`config.mk`:
```
export PLATFORM = sky130hd
export DESIGN_NAME = uart_rx
export DESIGN_NICKNAME = d
export VERILOG_FILES = /design/src/rtl/uart_pkg.sv /design/src/rtl/sync_2ff.sv /design/src/rtl/uart_rx.sv
export SDC_FILE = /design/constraint.sdc
export NUM_CORES = 1
export LEC_CHECK = 0
export ABC_CLOCK_PERIOD_IN_PS = 3300
export BUFFER_PORTS_ARGS = -buffer_cell sky130_fd_sc_hd__buf_4
export CAP_MARGIN = 20
export CORE_MARGIN = 8
export CORE_UTILIZATION = 50
export CTS_CLUSTER_SIZE = 14
export DETAILED_ROUTE_END_ITERATION = 16
export PLACE_DENSITY = 0.74
export SLEW_MARGIN = 10
export SYNTH_ARGS = -nofsm -noshare
export SYNTH_HDL_FRONTEND = slang
export SYNTH_SLANG_ARGS = --single-unit
```
`constraint.sdc`:
```
create_clock -name clk -period 3.3 [get_ports clk]
set_input_delay 0.165 -clock clk [delete_from_list [all_inputs] [get_ports clk]]
set_output_delay 0.165 -clock clk [all_outputs]
set_load 0.01 [all_outputs]
```
`src/rtl/uart_pkg.sv`:
```
// Shared UART definitions: receiver/transmitter state encoding and default link constants.
// Latency: none (declarations only).
// Backpressure: not applicable.
package uart_pkg;

   // 100 MHz system clock divided down to 115200 baud
   localparam int CLKS_PER_BIT_115200 = 868;
   localparam int DATA_BITS_DEFAULT   = 8;

   typedef enum logic [2:0] {
      IDLE,
      START,
      DATA,
      STOP,
      BREAK
   } uart_state_t;

   // Counter value of the last cycle before the middle of a bit
   function automatic int half_bit_last(input int clks_per_bit);
      return (clks_per_bit / 2) - 1;
   endfunction

endpackage

```
`src/rtl/sync_2ff.sv`:
```
// 1-bit two-flop synchronizer for asynchronous pins, with a selectable reset level.
// Latency: 2 clk cycles from pin to q.
// Backpressure: none; samples every cycle.
module sync_2ff #(
   parameter logic RESET_VAL = 1'b0
) (
   input  logic clk,
   input  logic rst,
   input  logic d,
   output logic q
);

   logic meta;

   // Two back-to-back flops; both reload the reset level so the line looks idle after reset
   always_ff @(posedge clk) begin
      if (rst) begin
         meta <= RESET_VAL;
         q    <= RESET_VAL;
      end else begin
         meta <= d;
         q    <= meta;
      end
   end

endmodule

```
`src/rtl/uart_rx.sv`:
```
// 8N1 UART receiver: oversamples rx_in with an internal bit counter and presents each byte on valid/ready.
// Latency: byte visible 2 + CLKS_PER_BIT/2 + (DATA_BITS+1)*CLKS_PER_BIT + 1 cycles after the start edge reaches rx_in.
// Backpressure: none toward the line; an unconsumed byte is overwritten by the next one and overrun pulses.
module uart_rx
   import uart_pkg::*;
#(
   parameter int CLKS_PER_BIT = CLKS_PER_BIT_115200,
   parameter int DATA_BITS    = DATA_BITS_DEFAULT
) (
   input  logic                 clk,
   input  logic                 rst,
   input  logic                 rx_in,
   output logic [DATA_BITS-1:0] rx_data,
   output logic                 rx_valid,
   input  logic                 rx_ready,
   output logic                 frame_err,
   output logic                 overrun
);

   localparam int CNT_W = $clog2(CLKS_PER_BIT);
   localparam int IDX_W = $clog2(DATA_BITS + 1);

   // Last count of a full bit period, and last count before mid-bit of the start bit
   localparam logic [CNT_W-1:0] CNT_LAST = CNT_W'(CLKS_PER_BIT - 1);
   localparam logic [CNT_W-1:0] CNT_HALF = CNT_W'(half_bit_last(CLKS_PER_BIT));
   localparam logic [IDX_W-1:0] IDX_LAST = IDX_W'(DATA_BITS - 1);

   logic                 rx_s;
   uart_state_t          state;
   uart_state_t          state_next;
   logic [CNT_W-1:0]     cnt;
   logic [IDX_W-1:0]     bit_idx;
   logic [DATA_BITS-1:0] shreg;

   // Strobes from the FSM to the datapath
   logic                 shift_en;
   logic                 load_byte;
   logic                 stop_bad;

   sync_2ff #(
      .RESET_VAL (1'b1)
   ) u_sync (
      .clk (clk),
      .rst (rst),
      .d   (rx_in),
      .q   (rx_s)
   );

   // State register
   always_ff @(posedge clk) begin
      if (rst) begin
         state <= IDLE;
      end else begin
         state <= state_next;
      end
   end

   // Next-state decode and sample strobes; sampling points are fixed counter values within each state
   always_comb begin
      state_next = state;
      shift_en   = 1'b0;
      load_byte  = 1'b0;
      stop_bad   = 1'b0;
      case (state)
         IDLE: begin
            if (!rx_s) begin
               state_next = START;
            end
         end
         START: begin
            // A start bit that is high again by mid-bit was a glitch
            if (cnt == CNT_HALF) begin
               state_next = rx_s ? IDLE : DATA;
            end
         end
         DATA: begin
            if (cnt == CNT_LAST) begin
               shift_en = 1'b1;
               if (bit_idx == IDX_LAST) begin
                  state_next = STOP;
               end
            end
         end
         STOP: begin
            // Leaving at mid stop bit keeps the next start edge in reach
            if (cnt == CNT_LAST) begin
               if (rx_s) begin
                  load_byte  = 1'b1;
                  state_next = IDLE;
               end else begin
                  stop_bad   = 1'b1;
                  state_next = BREAK;
               end
            end
         end
         BREAK: begin
            // Hold here while the line stays low so a break yields a single frame_err
            if (rx_s) begin
               state_next = IDLE;
            end
         end
         default: begin
            state_next = IDLE;
         end
      endcase
   end

   // Bit-period counter: restarts on every state change and wraps once per bit
   always_ff @(posedge clk) begin
      if (rst) begin
         cnt <= '0;
      end else if (state_next != state) begin
         cnt <= '0;
      end else if (state == IDLE || state == BREAK) begin
         cnt <= '0;
      end else if (cnt == CNT_LAST) begin
         cnt <= '0;
      end else begin
         cnt <= cnt + 1'b1;
      end
   end

   // Data bit index: counts samples taken while in DATA, zero everywhere else
   always_ff @(posedge clk) begin
      if (rst) begin
         bit_idx <= '0;
      end else if (state_next != DATA) begin
         bit_idx <= '0;
      end else if (shift_en) begin
         bit_idx <= bit_idx + 1'b1;
      end
   end

   // Shift register: new bits enter at the MSB so the first (LSB) bit lands in bit 0
   always_ff @(posedge clk) begin
      if (rst) begin
         shreg <= '0;
      end else if (shift_en) begin
         shreg <= {rx_s, shreg[DATA_BITS-1:1]};
      end
   end

   // Output register and handshake; a load wins over a same-cycle accept so the new byte is not lost
   always_ff @(posedge clk) begin
      if (rst) begin
         rx_data   <= '0;
         rx_valid  <= 1'b0;
         frame_err <= 1'b0;
         overrun   <= 1'b0;
      end else begin
         frame_err <= stop_bad;
         overrun   <= load_byte & rx_valid & ~rx_ready;
         if (load_byte) begin
            rx_data  <= shreg;
            rx_valid <= 1'b1;
         end else if (rx_valid & rx_ready) begin
            rx_valid <= 1'b0;
         end
      end
   end

endmodule

```
Yosys cells after proc, flatten, opt, wreduce, memory -nomap -nowiden --
Cells that the tools add are included.
Word-level totals: flip-flop bits (word level) 38, input bits 4, word-level logic and storage cells 50
Operators by class: add/sub/neg operators 2, eq/ne operators 9, muxes and demuxes 17, bitwise logic cells 6, reduce and logical (&&, ||, !) cells 6
Operators with widths (number):
- 2-to-1 mux 3 bit | 7
- case mux 3 bit (5 select lines) | 1
- adder 10 x 1 -> 10 bit (second input constant) | 1
- == test 10 bit (second input constant) | 1
- == test 10 x 9 -> 1 bit (second input constant) | 1
- 2-to-1 mux 1 bit | 8
- == test 3 x 2 -> 1 bit (second input constant) | 2
- adder 4 x 1 -> 4 bit (second input constant) | 1
- == test 4 x 3 -> 1 bit (second input constant) | 1
- OR reduction 4 bit | 1
- AND 1 bit | 3
- == test 3 x 1 -> 1 bit (second input constant) | 1
- == test 3 bit (second input constant) | 1
- logical NOT 3 bit | 1
- != test 3 x 2 -> 1 bit (second input constant) | 1
- != test 3 bit | 1
- inverter 1 bit | 3
- OR reduction 3 bit | 1
- 2-to-1 mux 2 bit | 1
- nonzero test 2 bit | 1
- OR reduction 2 bit | 1
- logical OR 1 bit | 1

Longest topological paths before layout --
depth in word-level cells 6, gate-level depth with buffers 7, depth with buffers taken out 7

Hierarchy --
From an unflattened synthesis, not the netlist that was laid out.
Second synthesis, totals: cell total of the unflattened synthesis 176, area total of the unflattened synthesis 1610.3 sq um
Modules (own cells, without submodules):
- uart_rx | instances 1, cells each 172, area an instance 1557.7 sq um
- sync_2ff | instances 1, cells each 4, area an instance 52.6 sq um

Worst setup path before layout --
OpenSTA, ideal clock, no wires.
path type register to register, start register cnt[0], end register cnt[2], setup time 0.119 ns, arrival 1.602 ns, required time 3.181 ns, slack 1.579 ns, stages on the path, launching flop included 7, buffers on the path 0, period minus slack after synthesis 1.721 ns, cells stage by stage dfxtp_1 ha_1 nand2b_1 or2_2 o221ai_1 a21o_1 nor2_1
Between the ends: cells in the longest elaborated chain, start to end 5
RTL lines:
- from (decl) | line uart_rx.sv:31 | logic [CNT_W-1:0] cnt;
- from (signal assigned) | line uart_rx.sv:119 | cnt <= cnt + 1'b1;
- == test 10 bit or == test 10 x 9 -> 1 bit (tied branches)
- 2-to-1 mux 3 bit (on tied branches) | line uart_rx.sv:86, uart_rx.sv:72, uart_rx.sv:77
- case mux 3 bit (5 select lines) | line uart_rx.sv:64 | case (state)
- != test 3 bit | line uart_rx.sv:112 | end else if (state_next != state) begin
- OR reduction 4 bit (no source line)
Parallel ways exist; a longest one is shown, timed or not. A chain may end at the register's enable or synchronous reset.

Final worst setup path --
Same ends and word-level chain as after synthesis.

==> run summary <==
status -> completed
initial antenna violation count -> 0
first-pass iteration count of the detailed router -> 4
Synth Warn # -> 0
Total Routing Usage GR -> 0.125
sequential area share after synthesis -> 0.473
Vias/cell -> 5.17
drt initial violations -> 60
WS Path Type -> flip-flop to flip-flop
Sink Count -> 38
EDFF count, synth -> 0
Pleak -> 0.656 nW
Startpoint Class -> flip-flop
post-route ant nets -> 0
Distinct cells, synth -> 35
crit path capture type -> flip-flop
Detailed Route WL -> 3.01 mm
Worst Max-Slew Pin Slew -> 477 ps
max_cap viols -> 0
die footprint -> 0.00529 sq mm
Synth Instances -> 185
min-delay worst type -> input pin to flip-flop
# rows -> 20
chip width -> 72.7 um
Area Growth Syn to Fin -> 12.5%
critical path launch point -> cnt[0]
# placed instances -> 237
PwrDens -> 401 mW/mm^2
Syn Nets -> 192
Max Root-Sink Buffers -> 2
fmax -> 516 MHz
Arr. time, crit path -> 2170 ps
layout cells sized above 1 -> 0.153
IO Port Bufs -> 14
Reg2Reg Setup Slack -> 1360 ps
root cell of the clock tree -> clkbuf_4
Cell Area, Synth -> 0.00161 sq mm
Final Hold Fails -> 0
most frequent cells in the layout -> nand2_1, dfxtp_1, a21oi_1, buf_4, nor2_1
die span in y -> 72.7 um
non-filler cells, final -> 246
RSZ-0062 raised after global routing -> false
Post-CTS Setup Repair Bufs -> 0
CP max FO -> 7
RR Startpoint -> cnt[0]
DRC -> 0
Max transition margin -> 0.679
Tmin final -> 1940 ps
Post-Place Setup Slack -> 1360 ps
io pins -> 15
largest net degree at the start of global routing -> 25
Worst-Skew Late Latency -> 340 ps
routed length per instance -> 12.2 um
most common cell after layout, fill and taps aside -> nand2_1
TNS Setup -> 0 ps
post-layout net count -> 208
antenna cell count -> 0
period utilization -> 0.588
Post-synth top flop -> dfxtp_1
DP HPWL -> 2.26 mm
Setup Viol. Count Final -> 0
Slew Limit Fails -> 0
vias in the first global route -> 1282
Worst-path clk slew -> 100 ps
worst setup margin -> 1360 ps
Initial Utilization -> 0.527
final core utilization -> 0.592
Max IR drop VDD -> 0.227 mV
global route overflow -> 0
Avg Cell Area, Syn -> 8.69 sq um
hold_sp -> rx_ready
Vias -> 1273
CTS buffer count -> 5
global-route wire length before repair -> 5.24 mm
asr flop ratio synth -> 0
H-tree levels -> 2
GP Congestion -> 0.817
CTS tree -> built
post-CTS sizing -> 0
Placeable Area -> 0.00305 sq mm
WP data required -> 3530 ps
flops & latches, synth -> 38
clock skew -> 6.43 ps
sequential cells by signal (all words and copies together) (netlist names), 3 cells and up:
signal / flops
bit_idx: 4
cnt: 10
rx_data: 8
shreg: 8
state: 3
path summary, 6_finish.rpt:
| kind | cells past startpoint | to |
|---|---|---|
| max | 6 | cnt[2] |
| min | 3 | overrun |
| max reg2reg | 6 | cnt[2] |
| min reg2reg | 1 | u_sync.q |
logic make-up after synthesis:
logic type                 after synthesis  share of synthesized area
AOI/OAI and AO/OA                       27                     0.0988
adders and majority gates                3                     0.0233
buffers and inverters                    8                     0.0233
and+or+nand+nor                         97                      0.315
DFF                                     38                      0.473
muxes                                    1                    0.00623
xor gates and xnor gates                11                     0.0599
synthesized netlist by cell type (2+ instances only):
library cell	number	area share
or2_2	4	0.016
nand2b_1	3	0.012
clkbuf_1	4	0.0093
and3_1	3	0.012
nor4_1	2	0.0078
nor3_1	6	0.019
inv_1	2	0.0047
buf_4	2	0.0093
nor4_4	2	0.026
nand3_1	8	0.025
nor2_1	13	0.030
xnor2_1	7	0.038
a21oi_1	21	0.065
ha_1	3	0.023
dfxtp_1	38	0.47
nand4_1	2	0.0078
and2_1	2	0.0078
nand2_1	43	0.10
xor2_1	4	0.022
stage by stage:
step / hold WS, ps / cell area [sq um] / power, mW
global placement: 350 / 1740 / 0.491
finish: 93.5 / 1810 / 0.725
CTS: 69.0 / 1810 / 0.737
detailed placement: 354 / 1740 / 0.491
floorplan: 269 / 1610 / 0.485
global route: 79.4 / 1810 / 0.759
routing by layer:
metal,track usage,wire [um]
met5,0,0
met4,0.0600,52
met3,0.0440,146
met2,0.233,1620
met1,0.119,1190
where the power goes:
group          leakage, nW  switching (mW)  internal [mW]  total [mW]
sequential           0.307         0.00337          0.460       0.464
clock               0.0353           0.140          0.103       0.243
combinational        0.314          0.0102        0.00767      0.0179
total                0.656           0.154          0.571       0.725
final cells by class:
type | count | area (sq um)
clock buffers | 7 | 55.1
clock inverters | 1 | 5.00
fillers | 282 | 1240
inverters | 2 | 7.51
multi-input cells | 139 | 810
flip-flops and latches | 38 | 761
well taps | 44 | 55.1
repair buffers | 15 | 115
worst max-delay path, cell delays in order (launching register included):
cell and delay [ps]:
dfxtp_1 410, ha_1 220, nand2b_1 180, or2_2 370
o221ai_1 320, a21o_1 260, nor2_1 80
what timing repair did:
action,in CTS,in global routing
endpoints found under the hold margin,1,0
endpoints found under the setup margin,0,0
hold buffers,1,0
Power figures use the tool's default switching activity.
